[src/rtl/risc_pkg.sv]
// Shared types and encodings for the multi-cycle RV32 subset core.
package risc_pkg;

    typedef enum logic [2:0] {
        FETCH,
        DECODE,
        EXECUTE,
        MEM,
        WB,
        HALT
    } state_t;

    typedef enum logic [0:0] {
        ALU_ADD,
        ALU_SUB
    } alu_op_t;

    typedef enum logic [1:0] {
        IMM_I,
        IMM_S,
        IMM_B,
        IMM_J
    } imm_t;

    localparam logic [6:0] OP_IMM    = 7'b0010011;
    localparam logic [6:0] OP_REG    = 7'b0110011;
    localparam logic [6:0] OP_LOAD   = 7'b0000011;
    localparam logic [6:0] OP_STORE  = 7'b0100011;
    localparam logic [6:0] OP_BRANCH = 7'b1100011;
    localparam logic [6:0] OP_JAL    = 7'b1101111;

    localparam logic [2:0] F3_ADD = 3'b000;
    localparam logic [2:0] F3_W   = 3'b010;
    localparam logic [2:0] F3_BEQ = 3'b000;
    localparam logic [2:0] F3_BNE = 3'b001;

    localparam logic [6:0] F7_ADD = 7'b0000000;
    localparam logic [6:0] F7_SUB = 7'b0100000;

    // Sign-extended immediate for the selected instruction format.
    function automatic logic [31:0] imm_gen(input logic [31:0] ir, input imm_t sel);
        case (sel)
            IMM_I:   return {{20{ir[31]}}, ir[31:20]};
            IMM_S:   return {{20{ir[31]}}, ir[31:25], ir[11:7]};
            IMM_B:   return {{19{ir[31]}}, ir[31], ir[7], ir[30:25], ir[11:8], 1'b0};
            IMM_J:   return {{11{ir[31]}}, ir[31], ir[19:12], ir[20], ir[30:21], 1'b0};
            default: return '0;
        endcase
    endfunction

endpackage

[src/rtl/mc_reg_file.sv]
// Architectural register file: two async read ports, one sync write port, x0 fixed at zero.
module mc_reg_file #(
    parameter int unsigned NUM_REGS = 32
) (
    input  logic        clk,
    input  logic        rst,
    input  logic [4:0]  raddr1,
    output logic [31:0] rdata1,
    input  logic [4:0]  raddr2,
    output logic [31:0] rdata2,
    input  logic        we,
    input  logic [4:0]  waddr,
    input  logic [31:0] wdata,
    output logic [31:0] a0
);
    localparam int unsigned IW = $clog2(NUM_REGS);

    logic [31:0] regs [NUM_REGS];

    always_ff @(posedge clk) begin
        if (rst) begin
            for (int unsigned i = 0; i < NUM_REGS; i++) begin
                regs[i] <= '0;
            end
        end else if (we && (waddr != 5'd0)) begin
            regs[waddr[IW-1:0]] <= wdata;
        end
    end

    assign rdata1 = (raddr1 == 5'd0) ? 32'd0 : regs[raddr1[IW-1:0]];
    assign rdata2 = (raddr2 == 5'd0) ? 32'd0 : regs[raddr2[IW-1:0]];
    assign a0     = regs[10];

endmodule

[src/rtl/risc_multicycle.sv]
// Multi-cycle RV32 subset core with a single stallable req/ack memory port.
module risc_multicycle
    import risc_pkg::*;
#(
    parameter int unsigned ADDR_WIDTH = 32,
    parameter int unsigned RESET_PC   = 0,
    parameter int unsigned NUM_REGS   = 32
) (
    input  logic                  clk,
    input  logic                  rst,
    output logic                  mem_req,
    output logic                  mem_we,
    output logic [ADDR_WIDTH-1:0] mem_addr,
    output logic [31:0]           mem_wdata,
    input  logic [31:0]           mem_rdata,
    input  logic                  mem_ack,
    output logic [31:0]           a0,
    output logic                  halted
);
    localparam int unsigned    AW       = ADDR_WIDTH;
    localparam bit             SMALL_RF = (NUM_REGS == 16);
    localparam logic [AW-1:0]  PC_RST   = AW'(RESET_PC);
    localparam logic [AW-1:0]  PC_STEP  = AW'(4);

    state_t        state;
    logic [AW-1:0] pc;
    logic [31:0]   ir, mdr, aluout, a_q, b_q, imm_q;

    logic [6:0] opcode, f7;
    logic [2:0] f3;
    logic [4:0] rd, rs1, rs2;

    assign opcode = ir[6:0];
    assign rd     = ir[11:7];
    assign f3     = ir[14:12];
    assign rs1    = ir[19:15];
    assign rs2    = ir[24:20];
    assign f7     = ir[31:25];

    logic [31:0] rs1_val, rs2_val, rf_wdata;
    logic        rf_we;

    mc_reg_file #(.NUM_REGS(NUM_REGS)) u_rf (
        .clk    (clk),
        .rst    (rst),
        .raddr1 (rs1),
        .rdata1 (rs1_val),
        .raddr2 (rs2),
        .rdata2 (rs2_val),
        .we     (rf_we),
        .waddr  (rd),
        .wdata  (rf_wdata),
        .a0     (a0)
    );

    function automatic logic reg_ok(input logic [4:0] idx);
        return !(SMALL_RF && idx[4]);
    endfunction

    imm_t        imm_sel;
    alu_op_t     alu_op;
    logic        legal, writes_rd;
    logic [31:0] imm_c, b_imm, j_imm;

    assign b_imm = imm_gen(ir, IMM_B);
    assign j_imm = imm_gen(ir, IMM_J);
    assign imm_c = imm_gen(ir, imm_sel);

    // Instruction decode and legality; targets must stay word aligned.
    always_comb begin
        imm_sel   = IMM_I;
        alu_op    = ALU_ADD;
        legal     = 1'b0;
        writes_rd = 1'b0;
        case (opcode)
            OP_IMM: begin
                writes_rd = 1'b1;
                legal     = (f3 == F3_ADD) && reg_ok(rd) && reg_ok(rs1);
            end
            OP_REG: begin
                writes_rd = 1'b1;
                alu_op    = (f7 == F7_SUB) ? ALU_SUB : ALU_ADD;
                legal     = (f3 == F3_ADD) && ((f7 == F7_ADD) || (f7 == F7_SUB))
                            && reg_ok(rd) && reg_ok(rs1) && reg_ok(rs2);
            end
            OP_LOAD: begin
                writes_rd = 1'b1;
                legal     = (f3 == F3_W) && reg_ok(rd) && reg_ok(rs1);
            end
            OP_STORE: begin
                imm_sel = IMM_S;
                legal   = (f3 == F3_W) && reg_ok(rs1) && reg_ok(rs2);
            end
            OP_BRANCH: begin
                imm_sel = IMM_B;
                legal   = ((f3 == F3_BEQ) || (f3 == F3_BNE)) && reg_ok(rs1) && reg_ok(rs2)
                          && !b_imm[1];
            end
            OP_JAL: begin
                imm_sel   = IMM_J;
                writes_rd = 1'b1;
                legal     = reg_ok(rd) && !j_imm[1];
            end
            default: legal = 1'b0;
        endcase
    end

    logic          is_load, is_store, is_branch, is_jal, taken;
    logic [31:0]   alu_b, alu_res;
    logic [AW-1:0] pc_plus4, pc_target;

    assign is_load   = (opcode == OP_LOAD);
    assign is_store  = (opcode == OP_STORE);
    assign is_branch = (opcode == OP_BRANCH);
    assign is_jal    = (opcode == OP_JAL);
    assign taken     = (a_q == b_q) ^ f3[0];
    assign alu_b     = (opcode == OP_REG) ? b_q : imm_q;
    assign alu_res   = (alu_op == ALU_SUB) ? (a_q - alu_b) : (a_q + alu_b);
    assign pc_plus4  = pc + PC_STEP;
    assign pc_target = pc + AW'(imm_q);

    always_ff @(posedge clk) begin
        if (rst) begin
            state  <= FETCH;
            pc     <= PC_RST;
            ir     <= '0;
            mdr    <= '0;
            aluout <= '0;
            a_q    <= '0;
            b_q    <= '0;
            imm_q  <= '0;
        end else begin
            case (state)
                FETCH: begin
                    if (mem_ack) begin
                        ir    <= mem_rdata;
                        state <= DECODE;
                    end
                end
                DECODE: begin
                    a_q   <= rs1_val;
                    b_q   <= rs2_val;
                    imm_q <= imm_c;
                    state <= legal ? EXECUTE : HALT;
                end
                EXECUTE: begin
                    aluout <= alu_res;
                    state  <= WB;
                    if (is_branch) begin
                        pc    <= taken ? pc_target : pc_plus4;
                        state <= FETCH;
                    end else if (is_jal) begin
                        aluout <= 32'(pc_plus4);
                        pc     <= pc_target;
                    end else if (is_load || is_store) begin
                        state <= (alu_res[1:0] == 2'b00) ? MEM : HALT;
                    end
                end
                MEM: begin
                    if (mem_ack) begin
                        if (is_store) begin
                            pc    <= pc_plus4;
                            state <= FETCH;
                        end else begin
                            mdr   <= mem_rdata;
                            state <= WB;
                        end
                    end
                end
                WB: begin
                    if (!is_jal) pc <= pc_plus4;
                    state <= FETCH;
                end
                HALT:    state <= HALT;
                default: state <= HALT;
            endcase
        end
    end

    assign rf_we    = (state == WB) && writes_rd;
    assign rf_wdata = is_load ? mdr : aluout;

    // Bus outputs decode the state register and are held quiet during reset.
    assign mem_req   = !rst && ((state == FETCH) || (state == MEM));
    assign mem_we    = !rst && (state == MEM) && is_store;
    assign mem_addr  = (state == MEM) ? AW'(aluout) : pc;
    assign mem_wdata = mem_we ? b_q : 32'd0;
    assign halted    = !rst && (state == HALT);

endmodule

[config.mk]
export PLATFORM = sky130hd
export DESIGN_NAME = risc_multicycle
export DESIGN_NICKNAME = d
export VERILOG_FILES = /design/src/rtl/risc_pkg.sv /design/src/rtl/mc_reg_file.sv /design/src/rtl/risc_multicycle.sv
export SDC_FILE = /design/constraint.sdc
export NUM_CORES = 2
export LEC_CHECK = 0
export CORE_ASPECT_RATIO = 1.25
export CORE_MARGIN = 1
export CORE_UTILIZATION = 30
export DETAILED_ROUTE_END_ITERATION = 10
export GPL_ROUTABILITY_DRIVEN = 0
export PLACE_DENSITY_LB_ADDON = 0.3
export SYNTH_ARGS = -nofsm -noshare
export SYNTH_HDL_FRONTEND = slang
export SYNTH_SLANG_ARGS = --single-unit
[constraint.sdc]
create_clock -name clk -period 8.3 [get_ports clk]
set_input_delay 2.075 -clock clk [delete_from_list [all_inputs] [get_ports clk]]
set_output_delay 2.075 -clock clk [all_outputs]
set_load 0.02 [all_outputs]
* Yosys cells after proc, flatten, opt, wreduce, memory -nomap -nowiden
Memories as Yosys holds them, arrays and structs flattened. A register that Yosys moved wholly into a read port is not among the register bits. Cells that the tools add are included.
Cells by class: add/sub/neg operators 4, reductions and logical operators 31, equality and inequality tests 23, bitwise gates (word level) 2, muxes and demuxes 43
Operators by type and width (number):
- two-way mux 32 bit | 16
- case mux 32 bit (4 select lines) | 1
- case mux 32 bit (3 select lines) | 1
- adder 32 bit | 2
- adder 32 x 3 -> 32 bit (second input constant) | 1
- equality test 32 bit | 1
- OR reduction 32 bit | 1
- subtractor 32 bit | 1
- two-way mux 5 bit | 5
- two-way mux 3 bit | 8
- equality test 7 x 6 -> 1 bit (second input constant) | 3
- case mux 3 bit (5 select lines) | 1
- equality test 7 bit (second input constant) | 2
- zero test 5 bit | 2
- equality test 3 x 2 -> 1 bit (second input constant) | 3
- two-way mux 1 bit | 9
- logical AND 1 bit | 8
- != test 2 bit (second input constant) | 4
- equality test 7 x 2 -> 1 bit (second input constant) | 1
- equality test 7 x 5 -> 1 bit (second input constant) | 1
- zero test 7 bit | 1
- equality test 3 x 1 -> 1 bit (second input constant) | 2
- equality test 3 bit (second input constant) | 2
- zero test 3 bit | 2
- 17 further kinds | 25
Storage, ports and cells: bits in writable memories 1024, flip-flop bits (word level) 227, memories 1, logic and storage cells 112
Memory list:
- u_rf.regs | words 32, bits a word 32, read ports 3, clocked after memory_dff 2, wr ports 32, line mc_reg_file.sv:18 | logic [31:0] regs [NUM_REGS];

* Longest topological paths before layout
word-level depth 10, depth in mapped cells 27, depth with buffers taken out 24

* Hierarchy
From an unflattened synthesis, not the netlist that was laid out.
Unflattened totals: cell total of the unflattened synthesis 5506, area total of the unflattened synthesis 68844.8 µm²
Modules (own cells, without submodules):
- mc_reg_file | times used 1, area an instance 54086.9 µm², cells each 3492
- risc_multicycle | times used 1, area an instance 14757.9 µm², cells each 2014

* Worst setup path after synthesis
Ideal clock, no wire load.
kind register to register, start point register ir[2], end point register aluout[30], cell stages (with the launch flop) 25, arrival 5.403 ns, slack 2.781 ns, clock period less this slack 5.519 ns, cells stage by stage dfxtp_1 > nor4bb_4 > and4b_1 > buf_2 > buf_1 > clkbuf_1 > mux2i_1 > ha_1 > a21boi_4 > a21oi_1 > o21ai_0 > nand2_1 > xnor2_1 > nor2_1 > a21oi_1 > ha_1 > o21a_1 > or2_2 > a31oi_1 > a21boi_0 > o2111ai_1 > nand3b_1 > a41o_1 > or4_1 > a31o_2
Between the ends: cells in the longest elaborated chain, start to end 6, elaborated cells between the ends (all ways) 10
Ends and longest elaborated chain:
- start: declaration | line risc_multicycle.sv:27 | logic [31:0] ir, mdr, aluout, a_q, b_q, imm_q;
- start signal: assignment | line risc_multicycle.sv:136 | ir <= mem_rdata;
- equality test 7 x 6 -> 1 bit | line risc_multicycle.sv:75, risc_multicycle.sv:117
- two-way mux 32 bit | line risc_multicycle.sv:117 | assign alu_b = (opcode == OP_REG) ? b_q : imm_q;
- adder 32 bit / subtractor 32 bit (equally long branches) | line risc_multicycle.sv:118 | assign alu_res = (alu_op == ALU_SUB) ? (a_q - alu_b) : (a_q + alu_b);
- two-way mux 32 bit | line risc_multicycle.sv:118
- two-way mux 32 bit | line risc_multicycle.sv:152 | end else if (is_jal) begin
- two-way mux 32 bit (*) | line risc_multicycle.sv:149 | if (is_branch) begin
- end signal: assignment | line risc_multicycle.sv:147 | aluout <= alu_res;
- end signal: assignment | line risc_multicycle.sv:153 | aluout <= 32'(pc_plus4);
- end: declaration | line risc_multicycle.sv:27
Every way passes the cells marked *; elsewhere a longest branch is shown, timed or not. A chain may end at the register's enable or synchronous reset.

* Final worst setup path
Same ends and word-level chain as after synthesis.

==> results.md <==
- Status: finished, final reports clean
- Synthesis-to-finish area growth: 14.1%
- Seq/Total Area, Yosys: 53.2%
- Initial antenna violation count: 18
- Largest area contributor in the netlist: edfxtp_1
- Total die area: 223,000 sq um
- Chip Height: approximately 530 microns
- Global-route usage over all layers: 21.0%
- Design area: 75,600 sq um
- Clock Pin Slew Worst Setup and Hold Paths: approximately 0.06 ns
- Synth warn: 0
- Min-Delay Path Class: reg2reg
- Worst-margin pin slew: 1.19 ns
- Antenna violation net count after detailed routing: 0
- Unique masters post-synth: 88
- Most frequent cells in the layout: nor2_1 (1,258), edfxtp_1 (1,024), mux4_2 (640)
- Post-cts sizing count: 0
- Min Tclk post-route: 6.09 ns
- DRC viols: 0
- Max cap viols: 0
- Nets: 5,261
- Largest net degree at the start of global routing: 130
- Setup_tns: 0 ns
- CP Max Fanout: 38
- Die X: 422 microns
- Worst path slowest cell: nand4b_2
- Clk sinks: 1,250
- Initial DRC count: 6,009
- Postcts setup bufs: 0
- Most common cell after layout, fill and taps aside: nor2_1
- Crit path DAT: 6.76 ns
- Post-DP Area: between 70,000 and 80,000 sq um
- P_leak: roughly 24 nW
- Gate Count Post-Synth: approximately 5.2k
- Ys flop type: edfxtp_1
- Fin. max-slew vios: 0
- Post-synth EDFFs: between 1k and 1.5k
- Crit share post-route: 73.4%
- WP data required: 8.97 ns
- Critical Path, Cell by Cell: nor4bb_4 -> nand4b_2 -> buf_4 -> nand2_1 -> nand2_1 -> inv_1 -> ha_1 -> a21boi_4 -> a21oi_1 -> o21ai_0 -> nand2_1 -> xnor2_1 -> nor2_1 -> a21oi_1 -> ha_1 -> o21a_1 -> or2_2 -> a31oi_1 -> a21boi_0 -> o2111ai_1 -> nand3b_1 -> a41o_1 -> or4_1 -> a31o_2
- Vias per cell: 5.68
- Slew HR: a little under a fifth
- Final hold vios: 0
- Share of the synthesized area in the top cell type: 46.4%
- Clk_skew: approximately 0.038 ns
- Avg WL per Cell: 29.1 microns
- Max stage delay on crit path: a little over 0.4 ns
- Final wirelength: approximately 240,000 microns
- HPWL Detailed: 157,000 microns
- Ratio of cells with drive above 1 in the final layout: 20.5%
- Crit-path most repeated cell: nand2_1
- Pwr per Cell Area: 207 nW/um^2
- Htree depth: 4
- FILL cells: about 21k
- Kind of end point of the critical path: flip-flop
- Peak supply drop: 0.000227 V
- CTS tree: built
- Clk_lat worst skew: between 0.8 and 0.9 ns
- Vias in the first global route: around 45k
- Core footprint: ~220,000 sq um
- Ys async rst share: 0%
- TritonCTS buffer count: 145
- Initial Util: 30.2%
- Post-Syn Area per Cell: ~13 sq um
- DRT Pass-1 Iters: 6
- Hold-fix buffers at CTS: 0
- Routed vias: 46.5k
- Remaining Overflow, GRT: 0
- Worst hold slack: 0.481 ns
- CTS Root Cell: clkbuf_16
- RSZ-0062 raised after global routing: false
- Critical path class: reg2reg
- Clk buf depth: 3
- IO Port Bufs: roughly 130
- Flops & latches, synth: 1,250
- I/O Pins: 134
- Startpoint types: flip-flop
- Number of setup violations in the final report: 0
- Main area contributors after synthesis: edfxtp_1 (46%), mux4_2 (22%), nor2_1 (7.1%)
- Row count: 192
- Max Freq: 164 MHz
- First-pass GRT wire length: 337,000 microns
- Cell area after synthesis: 66,300 sq um
-- power by group --
group	total (W)	internal (W)	switching (W)	leakage [nW]
Combinational	0.00210	0.000868	0.00123	9.27
Clock	0.00629	0.00356	0.00273	2.25
Sequential	0.00726	0.00700	0.000258	12.4
-- final timing paths --
kind	endpoint	startpoint	cells after the start	slack (ns)
setup / recovery	aluout[30]	ir[2]	24	2.21
hold / removal	imm_q[7]	ir[27]	2	0.48
setup reg to reg	aluout[30]	ir[2]	24	2.21
hold reg to reg	imm_q[7]	ir[27]	2	0.48
-- layer usage --
metal | GRT usage (%) | wire length [microns] | up-vias | share of wire (%)
met5 | 0 | 10 | - | 0.0042
met1 | 28.4 | 95600 | 24200 | 40
li1 | - | - | 19400 | -
met2 | 33.5 | 112000 | 2560 | 47
met4 | 6.39 | 7190 | 2 | 3.0
met3 | 4.43 | 23300 | 360 | 9.8
-- critical path, delay by kind of cell (launching register included) --
family | cells | cell delay (ns)
AO/OA/AOI/OAI | 10 | 2.50
AND/OR/NAND/NOR | 9 | 1.97
adder cells (fa/ha/maj) | 2 | 0.51
buffers and inverters | 2 | 0.46
flip-flops | 1 | 0.37
XOR/XNOR | 1 | 0.15
-- final cells by class --
cell class              count  area (sq um)  area share (%)
flip-flops and latches   1250         35300            46.7
multi-input cells        3510         29800            39.4
clock buffers             184          3940            5.21
well taps                2910          3640            4.82
repair buffers            231          2120            2.81
clock inverters            80           687           0.909
inverters                  22          82.6           0.109
diodes                      3          7.51         0.00993
-- stage by stage --
step                      util, %  total power, W  setup WS (ns)  std cells
after floorplan                 -         0.00862           2.78       5269
after global placement       32.4         0.00944           2.25       7923
after detailed placement     32.4         0.00945           2.25       7923
after CTS                    34.5          0.0157           2.29       8187
after global routing         34.5          0.0161           1.85       8187
final                        34.5          0.0157           2.21       8190
-- registers in the layout, indices dropped and copies added, names as in the netlist, named ones only --
name       count
pc            32
mdr           32
aluout        32
u_rf.regs   1024
state          3
a_q           32
ir            32
imm_q         21
b_q           32
-- logic make-up after synthesis --
family                     Yosys count  share of synthesized area, %
AOI/OAI and AO/OA                  554                          5.07
adders and majority gates           66                          1.27
DFF                               1250                          53.2
other                                1                       0.00566
muxes                              750                          23.4
and+or+nand+nor                   1952                          12.0
xor gates and xnor gates           156                          2.06
buffers and inverters              509                          2.93
-- cell usage after synthesis, types with 18 or more instances --
cell	instances
a211oi_1	25
a21o_1	24
a21oi_1	268
and2_1	37
and3_1	20
buf_1	69
clkbuf_1	400
dfxtp_1	226
edfxtp_1	1024
ha_1	64
inv_1	20
mux2i_1	110
mux4_2	640
nand2_1	432
nand2b_1	18
nand3_1	47
nand4_1	18
nor2_1	1261
nor3_1	41
o21ai_0	99
xnor2_1	96
xor2_1	60
No activity file was read; power rests on OpenSTA's default activity.
